$ cat src/rtl/legv8_pkg.sv
// Shared definitions for the LEGv8-subset multicycle control sequencer:
// state encoding, opcode match values/masks, ALU operation encoding and
// the instruction class enum used between the opcode decoder and the FSM.
package legv8_pkg;

    localparam int unsigned INSTR_W  = 32;
    localparam int unsigned OPC_W    = 11;
    localparam int unsigned ALU_OP_W = 2;
    localparam int unsigned STATE_W  = 3;

    // Sequencer states
    typedef logic [STATE_W-1:0] state_t;
    localparam state_t ST_FETCH  = 3'd0;
    localparam state_t ST_DECODE = 3'd1;
    localparam state_t ST_EXEC   = 3'd2;
    localparam state_t ST_MEM    = 3'd3;
    localparam state_t ST_WB     = 3'd4;
    localparam state_t ST_HALT   = 3'd5;

    // Full-width opcode values
    localparam logic [OPC_W-1:0] OPC_ADD  = 11'h458;
    localparam logic [OPC_W-1:0] OPC_SUB  = 11'h658;
    localparam logic [OPC_W-1:0] OPC_AND  = 11'h450;
    localparam logic [OPC_W-1:0] OPC_ORR  = 11'h550;
    localparam logic [OPC_W-1:0] OPC_LDUR = 11'h7C2;
    localparam logic [OPC_W-1:0] OPC_STUR = 11'h7C0;
    localparam logic [OPC_W-1:0] OPC_HALT = 11'h7FF;

    // Short opcodes: B uses opcode[10:5], CBZ uses opcode[10:3]
    localparam logic [OPC_W-1:0] B_MASK    = 11'h7E0;
    localparam logic [OPC_W-1:0] B_MATCH   = 11'h0A0;
    localparam logic [OPC_W-1:0] CBZ_MASK  = 11'h7F8;
    localparam logic [OPC_W-1:0] CBZ_MATCH = 11'h5A0;

    // ALU operation encoding
    localparam logic [ALU_OP_W-1:0] ALU_ADD = 2'd0;
    localparam logic [ALU_OP_W-1:0] ALU_SUB = 2'd1;
    localparam logic [ALU_OP_W-1:0] ALU_AND = 2'd2;
    localparam logic [ALU_OP_W-1:0] ALU_ORR = 2'd3;

    typedef enum logic [2:0] {
        CLS_R    = 3'd0,
        CLS_LD   = 3'd1,
        CLS_ST   = 3'd2,
        CLS_B    = 3'd3,
        CLS_CBZ  = 3'd4,
        CLS_HALT = 3'd5,
        CLS_ILL  = 3'd6
    } instr_class_e;

endpackage

$ cat src/rtl/legv8_opdecode.sv
// Combinational opcode classifier.
//   opcode        : 11-bit opcode from the field parser
//   instr_class_c : instruction class (ILL for anything unrecognised)
//   alu_op_c      : ALU operation for R-type; ADD for all other classes
module legv8_opdecode
    import legv8_pkg::*;
(
    input  logic [OPC_W-1:0]    opcode,
    output instr_class_e        instr_class_c,
    output logic [ALU_OP_W-1:0] alu_op_c
);

    // Classify opcode; exact matches first, then masked short opcodes
    always_comb begin
        instr_class_c = CLS_ILL;
        alu_op_c      = ALU_ADD;
        if (opcode == OPC_ADD) begin
            instr_class_c = CLS_R;
            alu_op_c      = ALU_ADD;
        end else if (opcode == OPC_SUB) begin
            instr_class_c = CLS_R;
            alu_op_c      = ALU_SUB;
        end else if (opcode == OPC_AND) begin
            instr_class_c = CLS_R;
            alu_op_c      = ALU_AND;
        end else if (opcode == OPC_ORR) begin
            instr_class_c = CLS_R;
            alu_op_c      = ALU_ORR;
        end else if (opcode == OPC_LDUR) begin
            instr_class_c = CLS_LD;
        end else if (opcode == OPC_STUR) begin
            instr_class_c = CLS_ST;
        end else if (opcode == OPC_HALT) begin
            instr_class_c = CLS_HALT;
        end else if ((opcode & B_MASK) == B_MATCH) begin
            instr_class_c = CLS_B;
        end else if ((opcode & CBZ_MASK) == CBZ_MATCH) begin
            instr_class_c = CLS_CBZ;
        end
    end

endmodule

$ cat src/rtl/legv8_mc_ctrl.sv
// Multicycle control sequencer: fetches into ir, steps the decoded opcode
// through DECODE/EXEC/MEM/WB, drives ALU/regfile/dmem controls, owns the PC.
//   clk, rst_n                        : clock, async active-low reset
//   imem_req/imem_addr/imem_valid/imem_rdata : instruction fetch handshake
//   ir, opcode                        : instruction register out, parsed opcode in
//   alu_zero, alu_op, alu_src_imm     : ALU flag in, ALU controls out
//   reg_we, wb_sel_mem                : register-file write controls
//   dmem_req, dmem_we, dmem_ready     : data-memory handshake
//   pc, halted, illegal               : program counter and sticky status
module legv8_mc_ctrl
    import legv8_pkg::*;
#(
    parameter int unsigned PC_W = 32
) (
    input  logic                clk,
    input  logic                rst_n,
    output logic                imem_req,
    output logic [PC_W-1:0]     imem_addr,
    input  logic                imem_valid,
    input  logic [INSTR_W-1:0]  imem_rdata,
    output logic [INSTR_W-1:0]  ir,
    input  logic [OPC_W-1:0]    opcode,
    input  logic                alu_zero,
    output logic [ALU_OP_W-1:0] alu_op,
    output logic                alu_src_imm,
    output logic                reg_we,
    output logic                wb_sel_mem,
    output logic                dmem_req,
    output logic                dmem_we,
    input  logic                dmem_ready,
    output logic [PC_W-1:0]     pc,
    output logic                halted,
    output logic                illegal
);

    state_t              state_q, state_d;
    instr_class_e        cls_q, cls_d;
    instr_class_e        dec_cls_c;
    logic [ALU_OP_W-1:0] dec_alu_c;

    logic [PC_W-1:0]     pc_d;
    logic [INSTR_W-1:0]  ir_d;
    logic                halted_d, illegal_d;
    logic                imem_req_d, reg_we_d, wb_sel_mem_d, dmem_req_d, dmem_we_d;
    logic [ALU_OP_W-1:0] alu_op_d;
    logic                alu_src_imm_d;

    logic [PC_W-1:0]     pc_plus4_c, b_target_c, cbz_target_c;

    legv8_opdecode u_opdecode (
        .opcode        (opcode),
        .instr_class_c (dec_cls_c),
        .alu_op_c      (dec_alu_c)
    );

    // Branch offsets: sign-extend to PC_W first, then scale to bytes
    assign pc_plus4_c   = pc + PC_W'(4);
    assign b_target_c   = pc + (PC_W'($signed(ir[25:0])) << 2);
    assign cbz_target_c = pc + (PC_W'($signed(ir[23:5])) << 2);

    assign imem_addr = pc;

    // Next-state, datapath-register and registered-output logic
    always_comb begin
        state_d       = state_q;
        cls_d         = cls_q;
        pc_d          = pc;
        ir_d          = ir;
        halted_d      = halted;
        illegal_d     = illegal;
        alu_op_d      = alu_op;
        alu_src_imm_d = alu_src_imm;

        case (state_q)
            // imem_valid only counts once the request is actually visible
            ST_FETCH: begin
                if (imem_req && imem_valid) begin
                    ir_d    = imem_rdata;
                    state_d = ST_DECODE;
                end
            end
            ST_DECODE: begin
                cls_d         = dec_cls_c;
                alu_op_d      = dec_alu_c;
                alu_src_imm_d = (dec_cls_c == CLS_LD) || (dec_cls_c == CLS_ST);
                state_d       = ST_EXEC;
            end
            ST_EXEC: begin
                case (cls_q)
                    CLS_R:          state_d = ST_WB;
                    CLS_LD, CLS_ST: state_d = ST_MEM;
                    CLS_B: begin
                        pc_d    = b_target_c;
                        state_d = ST_FETCH;
                    end
                    CLS_CBZ: begin
                        pc_d    = alu_zero ? cbz_target_c : pc_plus4_c;
                        state_d = ST_FETCH;
                    end
                    CLS_HALT: begin
                        halted_d = 1'b1;
                        state_d  = ST_HALT;
                    end
                    default: begin
                        illegal_d = 1'b1;
                        state_d   = ST_HALT;
                    end
                endcase
            end
            ST_MEM: begin
                if (dmem_ready) begin
                    if (cls_q == CLS_ST) begin
                        pc_d    = pc_plus4_c;
                        state_d = ST_FETCH;
                    end else begin
                        state_d = ST_WB;
                    end
                end
            end
            ST_WB: begin
                pc_d    = pc_plus4_c;
                state_d = ST_FETCH;
            end
            ST_HALT: state_d = ST_HALT;
            default: state_d = ST_FETCH;
        endcase

        // Strobes are a function of the state being entered, so they
        // line up with the registered state and have no input paths
        imem_req_d   = (state_d == ST_FETCH);
        dmem_req_d   = (state_d == ST_MEM);
        dmem_we_d    = (state_d == ST_MEM) && (cls_d == CLS_ST);
        reg_we_d     = (state_d == ST_WB);
        wb_sel_mem_d = (state_d == ST_WB) && (cls_d == CLS_LD);
        if ((state_d == ST_FETCH) || (state_d == ST_HALT)) begin
            alu_op_d      = ALU_ADD;
            alu_src_imm_d = 1'b0;
        end
    end

    // State, PC, IR and output registers
    always_ff @(posedge clk or negedge rst_n) begin
        if (!rst_n) begin
            state_q     <= ST_FETCH;
            cls_q       <= CLS_R;
            pc          <= '0;
            ir          <= '0;
            halted      <= 1'b0;
            illegal     <= 1'b0;
            imem_req    <= 1'b0;
            reg_we      <= 1'b0;
            wb_sel_mem  <= 1'b0;
            dmem_req    <= 1'b0;
            dmem_we     <= 1'b0;
            alu_op      <= ALU_ADD;
            alu_src_imm <= 1'b0;
        end else begin
            state_q     <= state_d;
            cls_q       <= cls_d;
            pc          <= pc_d;
            ir          <= ir_d;
            halted      <= halted_d;
            illegal     <= illegal_d;
            imem_req    <= imem_req_d;
            reg_we      <= reg_we_d;
            wb_sel_mem  <= wb_sel_mem_d;
            dmem_req    <= dmem_req_d;
            dmem_we     <= dmem_we_d;
            alu_op      <= alu_op_d;
            alu_src_imm <= alu_src_imm_d;
        end
    end

endmodule

$ cat config.mk
export PLATFORM = sky130hd
export DESIGN_NAME = legv8_mc_ctrl
export DESIGN_NICKNAME = d
export VERILOG_FILES = /design/src/rtl/legv8_pkg.sv /design/src/rtl/legv8_opdecode.sv /design/src/rtl/legv8_mc_ctrl.sv
export SDC_FILE = /design/constraint.sdc
export NUM_CORES = 1
export LEC_CHECK = 0
export CORE_MARGIN = 2
export CORE_UTILIZATION = 40
export CTS_CLUSTER_DIAMETER = 150
export DETAILED_ROUTE_END_ITERATION = 8
export GPL_ROUTABILITY_DRIVEN = 0
export REMOVE_ABC_BUFFERS = 1
export SLEW_MARGIN = 20
export SYNTH_ARGS = -nofsm -noshare
export SYNTH_HDL_FRONTEND = slang
export SYNTH_SLANG_ARGS = --single-unit
$ cat constraint.sdc
create_clock -name clk -period 6.9 [get_ports clk]
set_input_delay 0.69 -clock clk [delete_from_list [all_inputs] [get_ports clk]]
set_output_delay 0.69 -clock clk [all_outputs]
set_load 0.02 [all_outputs]
## Word level (Yosys, flattened, before mapping)

Index checks and enable logic that the tools add are counted.

- Register bits after elaboration: 80
- Bits of input ports: 48
- Output and inout bits: 106
- Word-level logic and storage cells: 91

- $add $sub $neg: 3
- Equality and inequality tests: 29
- Muxes and demuxes: 28
- Bitwise gates (word level): 1
- Reduce and logical (&&, ||, !) cells: 17

Operator list:

| cell | number |
|---|---|
| 32-bit two-way mux | 3 |
| 32-bit case mux with 3 select lines | 1 |
| 11-bit == test, second input constant | 7 |
| 32-bit adder | 2 |
| 32-bit case mux with 2 select lines | 1 |
| 3-bit two-way mux | 12 |
| 32-bit by 3-bit adder with 32-bit output, second input constant | 1 |
| 3-bit by 2-bit == test with 1-bit output, second input constant | 7 |
| 3-bit == test, second input constant | 6 |
| 3-bit case mux with 5 select lines | 1 |
| 2-bit two-way mux | 7 |
| 3-bit by 1-bit == test with 1-bit output, second input constant | 4 |
| 3-bit zero test | 3 |
| 3-bit case mux with 3 select lines | 1 |
| 8-bit == test, second input constant | 1 |
| 6-bit by 3-bit == test with 1-bit output, second input constant | 1 |
| 2-bit AND reduction | 3 |
| 6-bit OR reduction | 1 |
| 2-bit != test, second input constant | 2 |
| 4-bit AND reduction | 1 |
| 2-bit OR reduction | 2 |
| 1-bit logical AND | 3 |
| 3-bit != test, second input constant | 1 |
| 3-bit nonzero test | 1 |
| other kinds (4) | 6 |

## Longest topological paths before layout

- Depth in word-level cells: 14
- Depth in mapped cells: 11
- Gate-level depth less buffers: 11

## Modules after synthesis

From an unflattened synthesis, not the netlist that was laid out.

- Cells, all modules: 919
- Area, all modules: 7818.7 µm²

By module, submodules not included:

| module | times used | cells an instance | area an instance (µm²) | seq. area each (µm²) |
|---|---|---|---|---|
| legv8_mc_ctrl | 1 | 892 | 7662.3 | 1951.9 |
| legv8_opdecode | 1 | 27 | 156.4 | 0.0 |

## Worst setup path before layout

OpenSTA, ideal clock, no wires.

- Path type: flip-flop to flip-flop
- Start point: reg pc[2], in the netlist imem_addr[2]
- End point: reg pc[30], in the netlist imem_addr[30]
- Library setup time: 129 ps
- Arrival time: 2788 ps
- Required time: 6771 ps
- Setup slack: 3984 ps
- Cell stages (with the launch flop): 12
- Path buffers: 0
- Period minus slack after synthesis: 2916 ps
- Cells stage by stage: dfrtp_1 ha_1 fa_1 a211oi_1 nor2_1 o31ai_2 a211oi_1 o22a_1 a211oi_2 xnor2_1 a221oi_1 a21oi_1

- Word-level cells in the longest chain between the ends: 4
- Elaborated cells on any way between the ends: 8
- Those cells by class: 3 x add/sub; 5 x mux

Ends and longest elaborated chain:

| item | line | source |
|---|---|---|
| start, declared | legv8_mc_ctrl.sv:31 | `output logic [PC_W-1:0] pc,` |
| start signal, assigned | legv8_mc_ctrl.sv:160 | `pc <= pc_d;` |
| 32-bit by 3-bit adder with 32-bit output / 32-bit adder (equally long branches) | legv8_mc_ctrl.sv:57, legv8_mc_ctrl.sv:59 |  |
| 32-bit two-way mux (on tied branches) | legv8_mc_ctrl.sv:97, legv8_mc_ctrl.sv:112 |  |
| 32-bit case mux with 2 select lines / 32-bit two-way mux (equally long branches) | legv8_mc_ctrl.sv:89, legv8_mc_ctrl.sv:111 |  |
| 32-bit case mux with 3 select lines (*) | legv8_mc_ctrl.sv:74 | `case (state_q)` |

Every way passes the cells marked *; elsewhere a longest branch is shown, timed or not. The select of a mux whose other input is x is not followed.
A chain may end at the register's enable or synchronous reset.

## Worst setup path in the final report

- Start point: reg cls_q[0]
- End point: reg pc[18], in the netlist imem_addr[18]

- Word-level cells in the longest chain between the ends: 3
- Elaborated cells on any way between the ends: 8
- Those cells by class: 5 x eq/ne; 2 x mux; 1 x reduce/logical

Ends and longest elaborated chain:

| item | line | source |
|---|---|---|
| start, declared | legv8_mc_ctrl.sv:37 | `instr_class_e cls_q, cls_d;` |
| start signal, assigned | legv8_mc_ctrl.sv:159 | `cls_q <= cls_d;` |
| 3-bit == test, or another cell as far along | legv8_mc_ctrl.sv:89 | `case (cls_q)` |
| 32-bit case mux with 2 select lines, or another cell as far along | legv8_mc_ctrl.sv:89 |  |
| 32-bit case mux with 3 select lines / 4-bit AND reduction (equally long branches) | - |  |

Several ways; a longest one is shown, not always the timed one.

==> impl_metrics.toml <==
[run_status]
run_status = "finished clean"

[route]
routed_via_count = 7495
detail_route.iter0.violations = 583
drt-wirelength-per-cell_um = 19.1
route.final.wire_length_um = 24100
ant_nets = 0
drt_pass1_iterations = 6
drc_errors = 0
avgViaCountPerCell = 5.96

[logic_synthesis]
synth_async_sr_flop_share_pct = 100
post_synth.cell_area_avg_um2 = 8.16
synth_enable_flop_cells = 0
synth.yosys.seq_area_share_pct = 26.0
ys_dominant_reg_cell = "sky130_fd_sc_hd__dfrtp_1"
synthesis.instances = 921
netlist_area_um2 = 7520
ys_types = 76
synth.ff_latch_count = 78
yosysWarnings = 0

[floorplanning]
fp.dieW_um = 141
floorplan.initialDensity_pct = 40.5
placementRows = 50
ioPinCount = 154
die_boundary_height_um = 141
floorplan.die_area_um2 = 19900
floorplan.core_area_um2 = 18600

[placed_design]
placement.setup.worst_slack_ns = 3.27
io_buffers = 149
detailed_place_hpwl_um = 17700

[setup_path]
crit_path_top_delay_cell = "sky130_fd_sc_hd__o31a_1"
timing.rr.end = "imem_addr[18]$_DFFE_PN0P_"
endpoint_kind = "flip-flop"
r2r_cells = 8
crit_path_cell_trace = "or3b_1 > nor2_1 > o31a_1 > nand2_1 > or3_1 > o21ai_0 > a31oi_1 > o21ai_0"
critical-path-top-delay-family = "simple AND/OR/NAND/NOR gates"
critical_path.max_fanout = 21
crit-reg2reg-launch = "cls_q[0]$_DFF_PN0_"
start_kind = "flip-flop"
setup.worst_path.class = "reg -> reg"
critical_path.max_stage_delay_ns = 0.75
timing.critical_path.buf_inv = 0
arrival_ns = 3.89
r2r_setup_slack_ns = 3.27
cp_common_cell = "sky130_fd_sc_hd__o21ai_0"
critical_path_required_ns = 7.16

[timing]
slew_headroom_pct = 32.4
fmax_ghz = 0.276
setup_repair_after_global_routing_missed_its_margin = "false"
postLayoutSetupSlackWorst_ns = 3.27
worst_pin_slew_ns = 1.01
finalClockSkew_ns = 0.00530
final_hold_viol_count = 0
final.period_utilization_pct = 52.6
final_max_slew_viol_count = 0
period_needed_ns = 3.63
timing.final.setup_violations = 0
finalSetupTns_ns = 0

[global_routing]
grt_pass1_vias = 7018
number_of_antenna_violations_at_the_first_check_in_global_routing = 0
grt_first_pass_wirelength_um = 38400
globalRoute.totalOverflow = 0
grt_max_degree = 79
grt_util_all_layers_pct = 24.3

[cells_and_area]
most-common-layout-cells = "sky130_fd_sc_hd__clkdlybuf4s50_1 (148), sky130_fd_sc_hd__a21oi_1 (84), sky130_fd_sc_hd__dfrtp_1 (78)"
layout.cells.most_common = "sky130_fd_sc_hd__clkdlybuf4s50_1"
ratio_of_cells_with_drive_above_1_in_the_final_layout_pct = 6.64
postLayoutCoreUtil_pct = 50.0
num_antenna_cells = 0
area_growth_pct = 23.7
finish.net_count = 1127

[clock_network]
cts.repair_timing.setup_buffer_count = 0
holdBufCountCts = 0
ctsRootBufferMaster = "sky130_fd_sc_hd__clkbuf_16"
htreeDepth = 3
resized_after_cts = 0
clock_path_buffers = 2
cts_sinks = 78
numCtsBuffers = 9
cts_tree = "yes"
cts.reportedPaths.clkPinSlew_ns = 0.07
insertion_delay_ns = 0.35

[min_path]
hold_path_class = "in -> async"

[flow_run]
drv.max_cap_violation_count = 0
[kinds of logic after synthesis]
kind of cell,after synthesis,synth area share (%)
adders and majority gates,60,10.2
other,1,0.0499
muxes,36,5.34
DFF,78,26.0
xor gates and xnor gates,57,6.64
buffers and inverters,91,6.27
AOI/OAI and AO/OA,319,27.2
and+or+nand+nor,279,18.3
[state kept, by name, indices dropped and copies added (netlist names)]
register and cells:
alu_op 2, alu_src_imm 1, cls_q 3, dmem_req 1
dmem_we 1, halted 1, illegal 1, imem_addr 30
imem_req 1, ir 32, reg_we 1, state_q 3
wb_sel_mem 1
[how the worst max path moves through the flow]
stage | slack [ns] | end | cells past startpoint | start
final | 3.27 | imem_addr[18]$_DFFE_PN0P_ | 8 | cls_q[0]$_DFF_PN0_
after global placement | 3.35 | imem_addr[18]$_DFFE_PN0P_ | 7 | alu_zero
after CTS | 3.39 | imem_addr[18]$_DFFE_PN0P_ | 8 | cls_q[0]$_DFF_PN0_
after floorplan | 3.19 | imem_addr[31]$_DFFE_PN0P_ | 8 | cls_q[2]$_DFF_PN0_
after detailed placement | 3.27 | imem_addr[18]$_DFFE_PN0P_ | 7 | alu_zero
after global routing | 3.00 | imem_addr[20]$_DFFE_PN0P_ | 8 | cls_q[0]$_DFF_PN0_
[metrics by stage]
stage	cells	hold WS [ns]	cell area (µm²)
final	1258	0.389	9300
after floorplan	855	0.394	7140
after global placement	1242	0.490	8980
after detailed placement	1242	0.462	8980
after CTS	1258	0.491	9290
after global routing	1258	0.477	9300
[Yosys cell counts, types with 4 or more instances]
cell	number	area (µm²)
sky130_fd_sc_hd__o21ai_0	62	310
sky130_fd_sc_hd__a21o_1	32	240
sky130_fd_sc_hd__buf_4	34	255
sky130_fd_sc_hd__xnor2_1	41	359
sky130_fd_sc_hd__o22ai_1	14	87.6
sky130_fd_sc_hd__nor2b_1	5	31.3
sky130_fd_sc_hd__o21a_1	10	75.1
sky130_fd_sc_hd__a32oi_1	5	43.8
sky130_fd_sc_hd__clkbuf_1	31	116
sky130_fd_sc_hd__o31ai_1	6	45.0
sky130_fd_sc_hd__a31oi_1	16	100
sky130_fd_sc_hd__nand4_1	14	87.6
sky130_fd_sc_hd__a41oi_1	4	35.0
sky130_fd_sc_hd__nand3_1	31	155
sky130_fd_sc_hd__o211ai_1	5	37.5
sky130_fd_sc_hd__mux2_2	32	360
sky130_fd_sc_hd__o21bai_1	12	90.1
sky130_fd_sc_hd__ha_1	58	726
sky130_fd_sc_hd__nor3b_1	6	45.0
sky130_fd_sc_hd__and3_1	11	68.8
sky130_fd_sc_hd__nor2_1	63	236
sky130_fd_sc_hd__a211oi_1	10	75.1
sky130_fd_sc_hd__inv_1	22	82.6
sky130_fd_sc_hd__nand2b_1	9	56.3
sky130_fd_sc_hd__nor4_1	12	75.1
sky130_fd_sc_hd__xor2_1	16	140
sky130_fd_sc_hd__a22oi_1	4	30.0
sky130_fd_sc_hd__o221ai_1	5	43.8
sky130_fd_sc_hd__or3_1	8	50.1
sky130_fd_sc_hd__dfrtp_1	78	1950
sky130_fd_sc_hd__and2_1	6	37.5
sky130_fd_sc_hd__a21oi_1	84	420
sky130_fd_sc_hd__nor3_1	20	100
sky130_fd_sc_hd__nand2_1	76	285
sky130_fd_sc_hd__o21ai_1	10	50.1
[layer usage]
metal / routed length, µm / track usage (%)
met1: 11500 / 35.5
met2: 10800 / 37.8
met3: 1330 / 2.65
met4: 460 / 7.37
met5: 0 / 0
[layout make-up]
cell class                 instances  area (µm²)
fill                            1817        9280
clock inverter                     5        57.6
clock buffer                      11         253
timing repair buffer             153        1520
sequential                        78        1950
tap                              234         293
inverter                          22        82.6
multi-input combinational        755        5140
Power is left out: the tool's default activity adds up to more than one toggle a clock period on the data nets, which glitch-free logic cannot reach.
==> edit (same flow settings) <==
The 7 values of `instr_class_e` get a one-hot encoding in 7 bits.
--- a/src/rtl/legv8_pkg.sv
+++ b/src/rtl/legv8_pkg.sv
@@ -39,12 +39,12 @@
     localparam logic [ALU_OP_W-1:0] ALU_ORR = 2'd3;
 
-    typedef enum logic [2:0] {
-        CLS_R    = 3'd0,
-        CLS_LD   = 3'd1,
-        CLS_ST   = 3'd2,
-        CLS_B    = 3'd3,
-        CLS_CBZ  = 3'd4,
-        CLS_HALT = 3'd5,
-        CLS_ILL  = 3'd6
+    typedef enum logic [6:0] {
+        CLS_R    = 7'b0000001,
+        CLS_LD   = 7'b0000010,
+        CLS_ST   = 7'b0000100,
+        CLS_B    = 7'b0001000,
+        CLS_CBZ  = 7'b0010000,
+        CLS_HALT = 7'b0100000,
+        CLS_ILL  = 7'b1000000
     } instr_class_e;
 
Function: same outputs for any inputs over 4 cycles, from zero or initial values and one cycle with rst_n low; so few cycles prove little.
==> edit against the original RTL <==
Area after synthesis grew 4.4%; sequential cell count up 4; routed wire length is 9.1% higher; worst setup slack improved by 250 ps; final area grew 4.0%; global-route usage increased by 1.2 points; core utilization about the same; non-clock buffer count rose by 6.
Power is left out: it rests on default switching activity, and per cell area and clock period it moved more than threefold.
==> edit: results (changes against the original RTL) <==
- Clock latency on the worst-skew pair: 360 ps
- Drt first pass iters: 6 (unchanged)
- Met2 wire length: 11.56 mm (was 10.79 mm)
- Root buffer cell: clkbuf_16 (unchanged)
- Total GRT Usage: 0.2549 (was 0.2431)
- Synth area leaders: dfrtp_1, ha_1, a21oi_1, o21ai_0, mux2_2 (was dfrtp_1, ha_1, a21oi_1, mux2_2, xnor2_1)
- Total wire length: 26.26 mm (was 24.06 mm)
- Uppermost layer routed: met4 (unchanged)
- Vias in the first global route: 7287 (was 7018)
- First-pass GRT wire length: 40.92 mm (was 38.38 mm)
- Post-CTS setup buffer count: 0 (unchanged)
- YS warnings: 0 (unchanged)
- Worst Hold Class: in -> async (unchanged)
- Average cell area after synthesis: 8.142 sq um (was 8.162 sq um)
- Share of layout cells above drive strength 1: 0.08752 (was 0.06641)
- CTS Buffer Depth: 2 (unchanged)
- Fillers: 1889 (was 1817)
- Total CTS buffers: 9 (unchanged)
- Synth cell types: 84 (was 76)
- Vias: 7834 (was 7495)
- Arr. time, crit path: 3640 ps (was 3890 ps)
- Routed len/inst: 19.61 microns (was 19.13 microns)
- Sequential area share after synthesis: 0.2616 (was 0.2597)
- ANT cells: 0 (unchanged)
- Post-synth top cells: nand2_1, a21oi_1, dfrtp_1 (was a21oi_1, dfrtp_1, nand2_1)
- FFs w/ async S/R, synth: 1.000 (unchanged)
- IO buf count: 149 (unchanged)
- Layout Nets: 1177 (was 1127)
- Main synth FF type: dfrtp_1 (unchanged)
- Reg with most FFs: ir (unchanged)
- Clock-pin slew on the worst setup and hold paths: 80 ps
- Critical Path Fanout Max: 9 (was 21)
- Number of flip-flops in the largest register: 32 (unchanged)
- Largest net degree at the start of global routing: 48 (was 79)
- Dpl hpwl: 19.71 mm (was 17.68 mm)
- Initial DRC count: 645 (was 583)
- Post_cts resized: 0 (unchanged)
- H-tree Lvls: 3 (unchanged)
- Slew headroom: 0.2843 (was 0.3244)
- Initial antenna violation count: 0 (unchanged)
- Post-route DRC: 0 (unchanged)
- Worst Skew: 11.39 ps (was 5.302 ps)
- Setup WS pre-CTS: 3639 ps (was 3274 ps)
- Status: finished clean (unchanged)
- Met3 WL post-DR: 2.040 mm (was 1.327 mm)
- Met1 Wirelength: 12.25 mm (was 11.48 mm)
==> edit: cell types whose count changed after synthesis, sizes merged, moves of 5 or more <==
cell / delta
nor3: +5
nor2: +6
nand2: +13
nand3: +13
clkbuf: -5
nor3b: -5
a21o: -10
o21ai: +8
o21bai: -6
xor2: +8
==> edit: through the flow <==
stage                     hold slack, ps  instance area, sq um
after detailed placement           447.3                  9321
final                              314.8                  9668
after global routing               344.6                  9668
after floorplan                    394.4                  7422
after global placement             444.9                  9321
after CTS                          321.6                  9641
==> edit: cells by family after synthesis <==
family | Yosys count | synth area share
compound gates | 308 | 0.2487
xor+xnor | 61 | 0.06807
fa+ha+maj | 60 | 0.09756
buf+inv | 93 | 0.06775
flops | 82 | 0.2616
mux | 37 | 0.05261
other cells | 1 | 0.0004778
simple gates | 322 | 0.2033
==> edit: cell type report <==
type                    count  area share
multi-input cells         792      0.5468
clock inverters             7    0.009706
flip-flops and latches     82      0.2124
repair buffers            159      0.1638
well taps                 265     0.03430
clock buffers               9     0.02329
inverters                  25    0.009706
==> edit: critical path: stages (launching register included) <==
cell,delay (ps)
dfrtp_1,580
ha_1,300
nand4_1,340
nor4_2,740
nand2b_1,300
nor2_2,220
xor2_1,170
a21oi_1,80
or3_1,360
a31oi_1,200
==> edit: per-layer routing <==
metal	GRT usage	up-vias
met5	0	-
met4	0.06863	0
met3	0.04338	29
met2	0.3887	323
met1	0.3718	3711
li1	-	3771
==> edit: worst paths after layout <==
check | from | to | slack [ps] | cells past startpoint
worst min-delay path | rst_n | ir[2] | 310 | 1
max in group asynchronous | rst_n | imem_addr[28] | 5560 | 2
min in group clk | illegal | illegal | 460 | 1
worst max-delay path | imem_addr[3] | imem_addr[30] | 3520 | 9
worst min register to register | illegal | illegal | 460 | 1
worst max register to register | imem_addr[3] | imem_addr[30] | 3520 | 9
